<file path="config.mk">
export PLATFORM = sky130hd
export DESIGN_NAME = move_rate_limiter
export DESIGN_NICKNAME = d
export VERILOG_FILES = /design/src/rtl/move_rate_limiter.sv
export SDC_FILE = /design/constraint.sdc
export NUM_CORES = 1
export LEC_CHECK = 0
export ABC_AREA = 1
export CAP_MARGIN = 40
export CORE_UTILIZATION = 40
export CTS_BUF_LIST = sky130_fd_sc_hd__clkbuf_8
export DETAILED_ROUTE_END_ITERATION = 10
export GPL_ROUTABILITY_DRIVEN = 0
export GPL_TIMING_DRIVEN = 0
export PLACE_DENSITY = 0.62
export RECOVER_POWER = 100
export SLEW_MARGIN = 15
export SYNTH_ARGS = -nofsm -noshare
export SYNTH_HDL_FRONTEND = slang
export SYNTH_SLANG_ARGS = --single-unit
</file>
<file path="constraint.sdc">
create_clock -name fingclock -period 1.9 [get_ports fingclock]
set_input_delay 0.57 -clock fingclock [delete_from_list [all_inputs] [get_ports fingclock]]
set_output_delay 0.57 -clock fingclock [all_outputs]
set_load 0.02 [all_outputs]
</file>
<file path="src/rtl/move_rate_limiter.sv">
// -----------------------------------------------------------------------------
// move_rate_limiter
//
// Turns raw paddle/menu button levels into single-cycle move pulses, one
// independent channel per button. Every press is followed by a minimum lockout
// window in which a release and re-press is ignored. When REPEAT_EN is set, a
// held button auto-repeats: the first repeat comes REPEAT_DELAY cycles after
// the press pulse, and later repeats come every REPEAT_PERIOD cycles.
//
// Ports:
//   fingclock  in   1         system clock, the only clock
//   rst_n      in   1         asynchronous active-low reset
//   enable     in   1         global enable; low forces every channel to IDLE
//   btn        in   CHANNELS  raw button levels, asynchronous to fingclock
//   pulse      out  CHANNELS  registered one-cycle move pulse per channel
//   busy       out  CHANNELS  registered, channel is not in IDLE
//   repeating  out  CHANNELS  registered, channel is in REPEAT
// -----------------------------------------------------------------------------
module move_rate_limiter #(
   parameter int CHANNELS      = 4,
   parameter int CNT_W         = 26,
   parameter int LOCKOUT       = 62500000,
   parameter int REPEAT_EN     = 1,
   parameter int REPEAT_DELAY  = 25000000,
   parameter int REPEAT_PERIOD = 5000000,
   parameter int SYNC_STAGES   = 2
) (
   input  logic                fingclock,
   input  logic                rst_n,
   input  logic                enable,
   input  logic [CHANNELS-1:0] btn,
   output logic [CHANNELS-1:0] pulse,
   output logic [CHANNELS-1:0] busy,
   output logic [CHANNELS-1:0] repeating
);

   typedef enum logic [1:0] {
      IDLE   = 2'd0,
      LOCK   = 2'd1,
      REPEAT = 2'd2
   } state_e;

   // Counter values at which each decision is taken. The counter starts at 0
   // in the cycle right after a pulse, so a value of N-1 means N cycles have
   // elapsed since that pulse.
   localparam logic [CNT_W-1:0] LOCK_LAST   = CNT_W'(LOCKOUT - 1);
   localparam logic [CNT_W-1:0] DELAY_LAST  = CNT_W'(REPEAT_DELAY - 1);
   localparam logic [CNT_W-1:0] PERIOD_LAST = CNT_W'(REPEAT_PERIOD - 1);
   localparam logic [CNT_W-1:0] CNT_MAX     = {CNT_W{1'b1}};
   localparam logic [CNT_W-1:0] CNT_ONE     = CNT_W'(1);

   logic [CHANNELS-1:0] sync_q [SYNC_STAGES];
   logic [CHANNELS-1:0] btnSync;

   state_e              state_q  [CHANNELS];
   state_e              state_d  [CHANNELS];
   logic [CNT_W-1:0]    cnt_q    [CHANNELS];
   logic [CNT_W-1:0]    cnt_d    [CHANNELS];
   logic [CNT_W-1:0]    cntSat   [CHANNELS];

   logic [CHANNELS-1:0] pulse_q;
   logic [CHANNELS-1:0] pulse_d;
   logic [CHANNELS-1:0] busy_q;
   logic [CHANNELS-1:0] busy_d;
   logic [CHANNELS-1:0] repeating_q;
   logic [CHANNELS-1:0] repeating_d;

   // Synchronizer chain. The buttons are asynchronous to fingclock, so each
   // one is passed through SYNC_STAGES flops before anything looks at it; only
   // the last stage feeds the state machines.
   always_ff @(posedge fingclock or negedge rst_n) begin
      if (!rst_n) begin
         for (int k = 0; k < SYNC_STAGES; k++) begin
            sync_q[k] <= '0;
         end
      end else begin
         sync_q[0] <= btn;
         for (int k = 1; k < SYNC_STAGES; k++) begin
            sync_q[k] <= sync_q[k-1];
         end
      end
   end

   assign btnSync = sync_q[SYNC_STAGES-1];

   // Saturating increment of each channel counter. With repeat disabled a
   // channel can sit in LOCK for as long as the button is held, so the counter
   // must stick at its maximum instead of wrapping back below LOCK_LAST.
   always_comb begin
      for (int ch = 0; ch < CHANNELS; ch++) begin
         cntSat[ch] = (cnt_q[ch] == CNT_MAX) ? cnt_q[ch] : cnt_q[ch] + CNT_ONE;
      end
   end

   // Per-channel next-state logic. A release is acted on only once the lockout
   // has elapsed, so a quick release/re-press inside the lockout looks like a
   // continuous hold. Repeat pulses need the button held at the exact count,
   // which keeps the repeat spacing fixed. Dropping enable overrides everything
   // and parks the channel in IDLE, so a button still held on re-enable fires
   // as a fresh press.
   always_comb begin
      pulse_d     = '0;
      busy_d      = '0;
      repeating_d = '0;
      for (int ch = 0; ch < CHANNELS; ch++) begin
         state_d[ch] = state_q[ch];
         cnt_d[ch]   = cnt_q[ch];
         if (!enable) begin
            state_d[ch] = IDLE;
            cnt_d[ch]   = '0;
         end else begin
            unique case (state_q[ch])
               IDLE: begin
                  if (btnSync[ch]) begin
                     pulse_d[ch] = 1'b1;
                     cnt_d[ch]   = '0;
                     state_d[ch] = LOCK;
                  end
               end
               LOCK: begin
                  if (!btnSync[ch] && (cnt_q[ch] >= LOCK_LAST)) begin
                     cnt_d[ch]   = '0;
                     state_d[ch] = IDLE;
                  end else if ((REPEAT_EN != 0) && btnSync[ch] && (cnt_q[ch] == DELAY_LAST)) begin
                     pulse_d[ch] = 1'b1;
                     cnt_d[ch]   = '0;
                     state_d[ch] = REPEAT;
                  end else begin
                     cnt_d[ch] = cntSat[ch];
                  end
               end
               REPEAT: begin
                  if (btnSync[ch] && (cnt_q[ch] == PERIOD_LAST)) begin
                     pulse_d[ch] = 1'b1;
                     cnt_d[ch]   = '0;
                  end else if (!btnSync[ch] && (cnt_q[ch] >= LOCK_LAST)) begin
                     cnt_d[ch]   = '0;
                     state_d[ch] = IDLE;
                  end else begin
                     cnt_d[ch] = cntSat[ch];
                  end
               end
               default: begin
                  cnt_d[ch]   = '0;
                  state_d[ch] = IDLE;
               end
            endcase
         end
         busy_d[ch]      = (state_d[ch] != IDLE);
         repeating_d[ch] = (state_d[ch] == REPEAT);
      end
   end

   // State, counter and output registers. busy and repeating are registered
   // from the next state so they change on the same edge as the state itself,
   // which makes busy high during the pulse cycle.
   always_ff @(posedge fingclock or negedge rst_n) begin
      if (!rst_n) begin
         for (int ch = 0; ch < CHANNELS; ch++) begin
            state_q[ch] <= IDLE;
            cnt_q[ch]   <= '0;
         end
         pulse_q     <= '0;
         busy_q      <= '0;
         repeating_q <= '0;
      end else begin
         for (int ch = 0; ch < CHANNELS; ch++) begin
            state_q[ch] <= state_d[ch];
            cnt_q[ch]   <= cnt_d[ch];
         end
         pulse_q     <= pulse_d;
         busy_q      <= busy_d;
         repeating_q <= repeating_d;
      end
   end

   assign pulse     = pulse_q;
   assign busy      = busy_q;
   assign repeating = repeating_q;

endmodule
</file>
### Word-level counts from Yosys, hierarchy flattened

Index checks and enable logic that the tools add are counted.

| word-level totals | value |
|---|---|
| register bits | 132 |
| input port bits | 7 |
| output and inout bits | 12 |
| logic and storage cells | 157 |

| cells by class | value |
|---|---|
| add/sub/neg operators | 4 |
| magnitude comparators | 4 |
| equality and inequality tests | 28 |
| mux-type cells | 84 |
| reductions and logical operators | 24 |

Operator list:

| kind | count |
|---|---|
| 26-bit two-way mux | 28 |
| 26-bit case mux with 3 select lines | 4 |
| 26-bit by 1-bit adder with 26-bit output, second input constant | 4 |
| 26-bit by 23-bit == test with 1-bit output, second input constant | 4 |
| 26-bit by 25-bit == test with 1-bit output, second input constant | 4 |
| 26-bit == test, second input constant | 4 |
| 26-bit >= comparator, second input constant | 4 |
| 2-bit two-way mux | 24 |
| 2-bit case mux with 3 select lines | 4 |
| 1-bit two-way mux | 20 |
| 2-bit == test, second input constant | 8 |
| 1-bit logical AND | 12 |
| 3-bit != test, second input constant | 4 |
| 1-bit case mux with 3 select lines | 4 |
| 2-bit by 1-bit == test with 1-bit output, second input constant | 4 |
| 2-bit logical NOT | 4 |
| 2-bit nonzero test | 4 |
| 1-bit logical NOT | 4 |

### Logic depth before layout (Yosys ltp)

Gate-level depths: netlist of run 1.

| depth | value |
|---|---|
| word-level depth | 7 |
| mapped depth | 13 |
| depth with buffers taken out | 12 |

### Worst setup path before layout of run 1

No wires, ideal clock.

| path | value |
|---|---|
| path type | register to register |
| start point | register cnt_q[0] (netlist name) |
| end point | register cnt_q[10] (netlist name) |
| library setup time | 0.133 ns |
| arrival time | 1.614 ns |
| required time | 1.767 ns |
| slack | 0.153 ns |
| stages on the path, launching flop included | 12 |
| path buffers | 1 |
| period minus slack after synthesis | 1.747 ns |
| cells stage by stage | dfrtp_1 ha_1 nand2_1 nor2_4 nand2_2 nor2_2 nand4_1 nand2_1 nand2_1 nand3_2 buf_6 o22ai_1 |

| between the ends | value |
|---|---|
| word-level cells in the longest chain between the ends | 6 |
| elaborated cells between the ends (all ways) | 15 |
| classes of those cells | 1 x add/sub; 1 x order compare; 3 x eq/ne; 7 x mux; 3 x reduce/logical |

Ends and longest elaborated chain:

| what | RTL line | source |
|---|---|---|
| start, declared | 57 | `logic [CNT_W-1:0] cnt_q [CHANNELS];` |
| start signal, assigned by index | 169 | `cnt_q[ch] <= cnt_d[ch];` |
| 26-bit by 1-bit adder with 26-bit output, or another cell as far along | 91 | `cntSat[ch] = (cnt_q[ch] == CNT_MAX) ? cnt_q[ch] : cnt_q[ch] + CNT_ONE;` |
| 26-bit two-way mux, or another cell as far along | 91 |  |
| 26-bit two-way mux, on equally long branches | 136, 124 |  |
| 26-bit two-way mux, on equally long branches | 133, 121 |  |
| 26-bit case mux with 3 select lines * | 112 | `unique case (state_q[ch])` |
| 26-bit two-way mux * | 108 | `if (!enable) begin` |

Mark *: on every way between the ends. The rest lies on a longest branch, timed or not.
A chain may end at the register's enable or synchronous reset.

### Worst setup path after layout of run 1

| path | value |
|---|---|
| start point | register cnt_q[1] (netlist name) |
| end point | register cnt_q[19] (netlist name) |

Same word-level chain as after synthesis.

==> results.json, run 1 <==
{
  "cts_sinks": 132,
  "yosys_most_used_dff": "dfrtp_1",
  "yosysSeqAreaShare": 0.3462,
  "floorplan.die_area_um2": 24480,
  "critPathLaunch": "cnt_q[1]$_DFFE_PN0P_",
  "final_cells": 1872,
  "syn_area_um2": 9542,
  "dpl_worst_slack_ns": -0.8299,
  "portBuffers": 18,
  "multi_input_area_um2": 5857,
  "tightest_slew_ns": 1.459,
  "hpwlAfterDp_mm": 19.15,
  "period_minus_slack_ns": 1.885,
  "hold_ws_ns": 0.3480,
  "yosysUniqueCellTypes": 40,
  "final_cell_mix": "nand2_1 (403), inv_1 (184), nor2_1 (162), dfrtp_1 (121), nand3_1 (111)",
  "final_core_util": 0.4975,
  "cts_buffer_depth": 2,
  "slew_headroom": 0.02744,
  "die_w_um": 156.4,
  "cts-htree-levels": 4,
  "initial_core_util": 0.4077,
  "firstDrtPassIters": 6,
  "critPathCaptureType": "register",
  "nets": 1567,
  "startpoint_type": "register",
  "fin_crit_sh": 0.9918,
  "drive_gt1_frac": 0.1829,
  "fillCellCount": 2316,
  "core_um2": 23400,
  "slowest_stage": "dfrtp_1",
  "grtUsageTotal": 0.2259,
  "rows": 56,
  "seq_area_um2": 3317,
  "antenna_left": 0,
  "layout_commonest_cell": "nand2_1",
  "grt_max_degree": 73,
  "syn-instance-count": 1447,
  "required_ns": 2.25,
  "status": "complete, no violations",
  "vias": 9849,
  "numCtsBuffers": 17,
  "min_from": "sync_q[5]$_DFF_PN0_",
  "antenna_cells": 0,
  "ys_async_sr_fraction": 1.000,
  "p_leak_uw": 0.005338,
  "cts_tree": "done",
  "critical-path-max-stage-delay_ns": 0.40,
  "syn_avg_cell_area_um2": 6.594,
  "die_y_um": 156.4,
  "crit_chain": "ha_4 -> nand2_4 -> nor2_4 -> nand2_4 -> nor2_4 -> nand4_1 -> nand2_1 -> nand2_2 -> nand3_4 -> clkbuf_16 -> o22ai_1",
  "finalMaxSlewViolations": 0,
  "final-hold-violation-count": 0,
  "cp_max_fo": 6,
  "area_growth_pct": 22.03,
  "clock_latency_ns": 0.48,
  "finClkSkew_ns": 0.01446,
  "grt_pass1_wl_mm": 43.99,
  "gr-total-overflow": 0,
  "synth-warning-count": 0,
  "routedWlPerCell_um": 14.82,
  "viasPerCell": 5.261,
  "ios": 19,
  "drc": 0,
  "cts_root_buf": "clkbuf_8",
  "drt_iter0_markers": 863,
  "cts.clk_slew.worst_paths_ns": 0.08,
  "syn_nets": 1474,
  "worstSetupPathType": "register to register",
  "hold_buffers": 0,
  "wl_mm": 27.74,
  "finalSetupViolations": 0,
  "fmax_mhz": 530.6,
  "worstPathArrival_ns": 2.23,
  "hold_class": "register to register",
  "power.density_nw_per_um2": 485.4,
  "ir_worst_vdd_v": 0.0002503,
  "rsz0062_at_grt": "yes",
  "synth-seq-cells": 132,
  "grt_pass1_vias": 8888,
  "cap_violations": 0,
  "r2r-start": "cnt_q[1]$_DFFE_PN0P_",
  "placedCellCount": 1785,
  "worst_slack_ns": 0.01550,
  "synth_edf_count": 0,
  "antenna_found_initial": 0
}
-- layer usage --
| layer | routed length (µm) | track usage | vias to the layer above | part of all wire |
|---|---|---|---|---|
| li1 | - | - | 4869 | - |
| met1 | 12670 | 0.3035 | 4597 | 0.46 |
| met2 | 12980 | 0.3635 | 319 | 0.47 |
| met3 | 1323 | 0.03379 | 64 | 0.048 |
| met4 | 761 | 0.09010 | 0 | 0.027 |
| met5 | 0 | 0 | - | 0 |
-- cell usage after synthesis, types with 4 or more instances --
master,number,area share
nor2_2,14,0.0092
nand3b_1,4,0.0031
nand3_2,8,0.0084
nor2_1,180,0.071
o21a_1,4,0.0031
nand3_1,121,0.063
a21oi_1,32,0.017
o21ai_1,10,0.0052
xor2_1,28,0.026
nor4_1,4,0.0026
a21oi_2,5,0.0046
buf_2,15,0.0079
nand2_2,10,0.0066
inv_1,183,0.072
ha_1,20,0.026
nor3_1,42,0.022
dfrtp_1,132,0.35
nand4_1,69,0.045
buf_6,11,0.013
o21ai_0,42,0.022
clkbuf_1,8,0.0031
o22ai_1,30,0.020
nand2_1,445,0.18
nor2_4,5,0.0059
-- critical path: cells and delay by family (launching register included) --
kind	cells	cell delay, ns
buffers and inverters	1	0.19
and+or+nand+nor	8	0.92
adders and majority gates	1	0.18
DFF	1	0.40
AOI/OAI and AO/OA	1	0.06
-- kinds of logic after synthesis --
logic type,count (synthesis),synth area share
AND/OR/NAND/NOR,910,0.4203
multiplexers,2,0.002098
XOR/XNOR,30,0.02754
adder cells (fa/ha/maj),20,0.02623
buffers and inverters,221,0.09795
flip-flops,132,0.3462
AO/OA/AOI/OAI,132,0.07973
-- through the flow --
stage	power [µW]	instance area [µm²]	setup TNS (ns)
after global routing	5848	11640	-4.169
after CTS	5647	10840	0
after detailed placement	3315	10150	-57.69
final	5652	11640	0
after global placement	3308	10120	-756.75
after floorplan	3124	9542	0
-- power breakdown --
group / total (µW) / switching [µW] / internal, µW
clock: 2330 / 1220 / 1110
combinational: 455 / 307 / 148
sequential: 2870 / 29.0 / 2840
total: 5650 / 1550 / 4100
-- registers in the layout (all words and copies together), names as in the netlist --
register / flops
btnSync: 4
state_q: 8
busy: 4
cnt_q: 104
sync_q: 4
pulse: 4
repeating: 4
-- path summary, 6_finish.rpt --
path,slack (ns),depth (start not counted),end
max reg2reg,0.02,11,cnt_q[19]$_DFFE_PN0P_
max,0.02,11,cnt_q[19]$_DFFE_PN0P_
min reg2reg,0.35,0,btnSync[1]$_DFF_PN0_
max in group asynchronous,0.45,2,cnt_q[29]$_DFFE_PN0P_
min in group asynchronous,0.42,1,cnt_q[7]$_DFFE_PN0P_
min,0.35,0,btnSync[1]$_DFF_PN0_
-- final cells by class --
type | count | area share
clock inverters | 12 | 0.007737
well taps | 319 | 0.03428
multi-input cells | 1095 | 0.5030
flip-flops and latches | 132 | 0.2849
clock buffers | 20 | 0.02364
plain buffers | 35 | 0.02697
repair buffers | 73 | 0.05921
inverters | 186 | 0.06028
-- what timing repair did --
item,CTS,global route
pin swaps,12,39
gates resized for setup,62,153
setup endpoints to repair,125,109
setup buffers,21,26
gates cloned,3,5
(Power assumes the default switching activity.)
==> run 2: changes to the inputs <==
Settings changed: MAX_ROUTING_LAYER set to met4.
==> run 2 against run 1 <==
Against the previous run: worst setup slack improved by 0.0027 ns; register-to-register slack barely moved; via count rose by 0.90%; maximum frequency rose by 0.14%; non-clock buffer count did not move; final cell count did not move; routed wire length rose by 0.27%; hold slack barely moved; total power barely moved; global-route usage rose by 0.66 points; largest cell class unchanged.
==> results.json, run 2 (same netlist as run 1, synthesis figures left out) <==
{
  "status": "complete, no violations",
  "floorplan.die_area_um2": 24480,
  "cts.clk_slew.worst_paths_ns": 0.08,
  "finalMaxSlewViolations": 0,
  "worst_slack_ns": 0.01817,
  "finalSetupViolations": 0,
  "reg2reg_depth": 11,
  "cp_max_fo": 6,
  "rsz0062_at_grt": "yes",
  "wl_mm": 27.82,
  "grtUsageTotal": 0.2325,
  "whs_endpoint": "btnSync[1]$_DFF_PN0_",
  "grt_pass1_wl_mm": 43.97,
  "antenna_left": 0,
  "critPathCaptureType": "register",
  "portBuffers": 18,
  "clock_latency_ns": 0.48,
  "firstDrtPassIters": 6,
  "cap_violations": 0,
  "power.density_nw_per_um2": 485.6,
  "dpl_worst_slack_ns": -0.8299,
  "min_from": "sync_q[5]$_DFF_PN0_",
  "viasPerCell": 5.309,
  "fin_crit_sh": 0.9904,
  "grt_max_degree": 73,
  "final-hold-violation-count": 0,
  "top_register": "cnt_q",
  "antenna_found_initial": 0,
  "r2r-start": "cnt_q[1]$_DFFE_PN0P_",
  "grt_pass1_vias": 8898,
  "gr-total-overflow": 0,
  "fmax_mhz": 531.4,
  "area_growth_pct": 22.03,
  "cts_buffer_depth": 2,
  "cts_root_buf": "clkbuf_8",
  "drive_gt1_frac": 0.1829,
  "rrSetupSlack_ns": 0.02,
  "startpoint_type": "register",
  "die_y_um": 156.4,
  "period_minus_slack_ns": 1.882,
  "vias": 9938,
  "rows": 56,
  "final_cell_mix": "nand2_1 (403), inv_1 (184), nor2_1 (162), dfrtp_1 (121), nand3_1 (111)",
  "hpwlAfterDp_mm": 19.15,
  "slew_headroom": 0.02754,
  "worstPathArrival_ns": 2.23,
  "initial_core_util": 0.4077,
  "antenna_cells": 0,
  "holdPathStages": 0,
  "finClkSkew_ns": 0.01807,
  "hold_class": "register to register",
  "routedWlPerCell_um": 14.86,
  "final_cells": 1872,
  "layout_commonest_cell": "nand2_1",
  "cts-htree-levels": 4,
  "p_leak_uw": 0.005338,
  "ios": 19,
  "drc": 0,
  "drt_iter0_markers": 850,
  "tightest_slew_ns": 1.459,
  "die_w_um": 156.4,
  "cts_tree": "done",
  "worstSetupPathType": "register to register",
  "hold_ws_ns": 0.3482,
  "cts_sinks": 132,
  "nets": 1567,
  "core_um2": 23400,
  "required_ns": 2.25,
  "reg2reg_to": "cnt_q[19]$_DFFE_PN0P_",
  "fillCellCount": 2316,
  "numCtsBuffers": 17,
  "placedCellCount": 1785,
  "reg_top3": "cnt_q: 104 flops, state_q: 8 flops",
  "ir_worst_vdd_v": 0.0002527,
  "largest_reg_flops": 104
}
[run 2: cell counts in the layout (fill, tap and decap cells not counted)]
No cell type changed its count.
[run 2: final cells by class]
type	instances	area, µm²	share of cell area
Multi-Input combinational cell	1095	5857	0.5030
Sequential cell	132	3317	0.2849
Inverter	186	701.9	0.06028
Timing Repair Buffer	73	689.4	0.05921
Tap cell	319	399.1	0.03428
Buffer	35	314.1	0.02697
Clock buffer	20	275.3	0.02364
Clock inverter	12	90.09	0.007737
[run 2: critical path, cell delays in order, from the launching register on]
cell,delay [ns]
dfrtp_1,0.40
ha_4,0.18
nand2_4,0.05
nor2_4,0.14
nand2_4,0.08
nor2_4,0.15
nand4_1,0.14
nand2_1,0.12
nand2_2,0.09
nand3_4,0.15
clkbuf_16,0.19
o22ai_1,0.06
[run 2: report_power, final]
part	internal, µW	leakage, µW	total, µW	switching, µW
Sequential	2840	0.00180	2870	29.0
Clock	1110	0.000198	2330	1220
Combinational	148	0.00334	455	308
[run 2: what timing repair did]
item,in CTS,in global routing
hold buffers,0,0
setup buffers,21,26
gates cloned,3,5
endpoints found under the setup margin,125,109
resized for setup,62,153
pin swaps,12,39
[run 2: per-stage QoR]
stage	power [µW]	instance area (µm²)	TNS (ns)	utilization
3_3_place_gp	3308	10120	-756.75	0.4325
2_1_floorplan	3124	9542	0	-
6_report	5654	11640	0	0.4975
3_5_place_dp	3315	10150	-57.69	0.4339
5_1_grt	5848	11640	-4.204	0.4975
4_1_cts	5647	10840	0	0.4633
[run 2: worst max path at each step]
stage | slack (ns) | endpoint | from
final | 0.02 | cnt_q[19]$_DFFE_PN0P_ | cnt_q[1]$_DFFE_PN0P_
after global routing | -0.09 | cnt_q[2]$_DFFE_PN0P_ | cnt_q[1]$_DFFE_PN0P_
after CTS | 0.008 | cnt_q[71]$_DFFE_PN0P_ | cnt_q[52]$_DFFE_PN0P_
after detailed placement | -0.83 | cnt_q[25]$_DFFE_PN0P_ | enable
after global placement | -5.31 | cnt_q[29]$_DFFE_PN0P_ | rst_n
after floorplan | 0.15 | cnt_q[10]$_DFFE_PN0P_ | cnt_q[0]$_DFFE_PN0P_
[run 2: per-layer routing]
metal  vias up  global-route usage  routed length [µm]
li1       4867                   -                   -
met1      4637              0.3028               12520
met2       360              0.3639               13050
met3        74             0.03379                1490
met4         0             0.09010                 758
met5         -                   -                   0
==> run 3: changes to the inputs <==
Settings changed: CORE_MARGIN set to 2.
==> run 3 against run 2 <==
Against the previous run: clock-buffer cell count is 1 lower; clock skew is 0.0012 ns lower; sequential power barely moved; the run now ends with setup timing left.
==> results.json, run 3 (same netlist as run 1, synthesis figures left out) <==
{
  "fmax_mhz": 522.0,
  "cts_sinks": 132,
  "clock_latency_ns": 0.47,
  "antenna_left": 0,
  "core_um2": 23470,
  "slew_headroom": 0.4861,
  "final-hold-violation-count": 0,
  "cts.clk_slew.worst_paths_ns": 0.08,
  "die_w_um": 158.4,
  "finClkSkew_ns": 0.01684,
  "worstSetupPathType": "register to register",
  "tightest_slew_ns": 0.7708,
  "grt_pass1_wl_mm": 45.03,
  "die_y_um": 158.4,
  "top_register": "cnt_q",
  "layout_commonest_cell": "nand2_1",
  "status": "finished with violations",
  "required_ns": 2.25,
  "nets": 1575,
  "critPathCaptureType": "register",
  "vias": 10040,
  "wl_mm": 28.38,
  "routedWlPerCell_um": 15.10,
  "cts_buffer_depth": 2,
  "gr-total-overflow": 0,
  "antenna_found_initial": 0,
  "hpwlAfterDp_mm": 19.45,
  "drt_iter0_markers": 950,
  "fin_tns_setup_ns": -0.1150,
  "numCtsBuffers": 17,
  "initial_core_util": 0.4065,
  "final_cell_mix": "nand2_1 (412), inv_1 (180), nor2_1 (160), dfrtp_1 (108), nand3_1 (103)",
  "finalMaxSlewViolations": 0,
  "cts_root_buf": "clkbuf_8",
  "area_growth_pct": 24.95,
  "grt_max_degree": 94,
  "worstPathArrival_ns": 2.27,
  "rows": 56,
  "finalSetupViolations": 13,
  "period_minus_slack_ns": 1.916,
  "startpoint_type": "register",
  "grtUsageTotal": 0.2307,
  "reg_top3": "cnt_q: 104 flops, state_q: 8 flops",
  "antenna_cells": 0,
  "fin_crit_sh": 1.008,
  "grt_pass1_vias": 9154,
  "power.density_nw_per_um2": 493.4,
  "hold_class": "register to register",
  "ios": 19,
  "portBuffers": 18,
  "dpl_worst_slack_ns": -0.8349,
  "floorplan.die_area_um2": 25100,
  "viasPerCell": 5.342,
  "firstDrtPassIters": 5,
  "largest_reg_flops": 104,
  "worst_slack_ns": -0.01554,
  "ir_worst_vdd_v": 0.0002925,
  "drc": 0,
  "rsz0062_at_grt": "yes",
  "p_leak_uw": 0.005380,
  "drive_gt1_frac": 0.2050,
  "violations": "setup timing",
  "cp_max_fo": 10,
  "cts-htree-levels": 4,
  "cts_tree": "done",
  "cap_violations": 0
}
==> run 3: cell count changes in the layout (fill, tap and decap cells not counted), moves of 7 or more <==
| cell | before | now |
|---|---|---|
| dfrtp_1 | 121 | 108 |
| dfrtp_2 | 11 | 24 |
| nand2_1 | 403 | 412 |
| nand2_2 | 42 | 34 |
| nand3_1 | 111 | 103 |
| o21ai_0 | 30 | 37 |
| o21ai_1 | 21 | 14 |
| o22ai_1 | 15 | 8 |
| o22ai_2 | 15 | 22 |
==> run 3: area by class of cell <==
class	count	area, µm²
Fill cell	2294	11550
Multi-Input combinational cell	1095	6021
Sequential cell	132	3333
Timing Repair Buffer	82	764.5
Inverter	186	698.2
Tap cell	319	399.1
Buffer	34	299.0
Clock buffer	19	261.5
Clock inverter	13	146.4
==> run 3: where the power goes <==
| group | leakage [µW] | switching (µW) | total [µW] | internal, µW |
|---|---|---|---|---|
| sequential | 0.00177 | 29.1 | 2870 | 2840 |
| clock | 0.000203 | 1290 | 2550 | 1250 |
| combinational | 0.00340 | 314 | 469 | 155 |
| total | 0.00538 | 1630 | 5880 | 4250 |
==> run 3: metrics by stage <==
stage | hold slack, ns | util | power [µW] | instance area [µm²] | std cells
detailed placement | 0.3347 | 0.4326 | 3316 | 10150 | 1785
global route | 0.3464 | 0.5079 | 6110 | 11920 | 1880
floorplan | 0.2744 | - | 3124 | 9542 | 1447
global placement | 0.3338 | 0.4312 | 3306 | 10120 | 1784
finish | 0.3457 | 0.5079 | 5883 | 11920 | 1880
CTS | 0.3424 | 0.4680 | 5918 | 10980 | 1849
==> run 3: worst paths after layout <==
| kind | startpoint | to | slack [ns] | cells after the start |
|---|---|---|---|---|
| setup / recovery | cnt_q[27]$_DFFE_PN0P_ | cnt_q[32]$_DFFE_PN0P_ | -0.02 | 14 |
| hold / removal | sync_q[5]$_DFF_PN0_ | btnSync[1]$_DFF_PN0_ | 0.35 | 0 |
| setup reg to reg | cnt_q[27]$_DFFE_PN0P_ | cnt_q[32]$_DFFE_PN0P_ | -0.02 | 14 |
| hold reg to reg | sync_q[5]$_DFF_PN0_ | btnSync[1]$_DFF_PN0_ | 0.35 | 0 |
| max in group asynchronous | rst_n | cnt_q[39]$_DFFE_PN0P_ | 0.18 | 3 |
| min in group asynchronous | rst_n | cnt_q[11]$_DFFE_PN0P_ | 0.57 | 2 |
==> run 3: what timing repair did <==
item | 4_1_cts | 5_1_grt
pin swaps | 17 | 45
setup buffers | 29 | 28
endpoints found under the hold margin | 33 | 0
hold buffers | 1 | 0
cloned | 2 | 4
gates resized for setup | 59 | 180
setup endpoints to repair | 126 | 112
==> run 3: per-layer routing <==
metal | part of all wire | routed length, µm | global-route usage | up-vias
li1 | - | - | - | 4896
met1 | 0.45 | 12870 | 0.3107 | 4718
met2 | 0.47 | 13270 | 0.3563 | 356
met3 | 0.055 | 1554 | 0.03484 | 73
met4 | 0.024 | 684 | 0.07851 | 0
met5 | 0 | 0 | - | -
==> run 3: critical path, cell delays in order (launching register included) <==
cell and delay [ns]:
dfrtp_1 0.41, ha_4 0.17, nand2_4 0.06, nor2_4 0.16
nand2_4 0.09, nor2_4 0.11, nand4_1 0.15, nand2_1 0.10
nand2_1 0.06, nand2_2 0.09, nor2_4 0.06, buf_12 0.13
buf_8 0.13, nand2_1 0.05, nand2_1 0.04
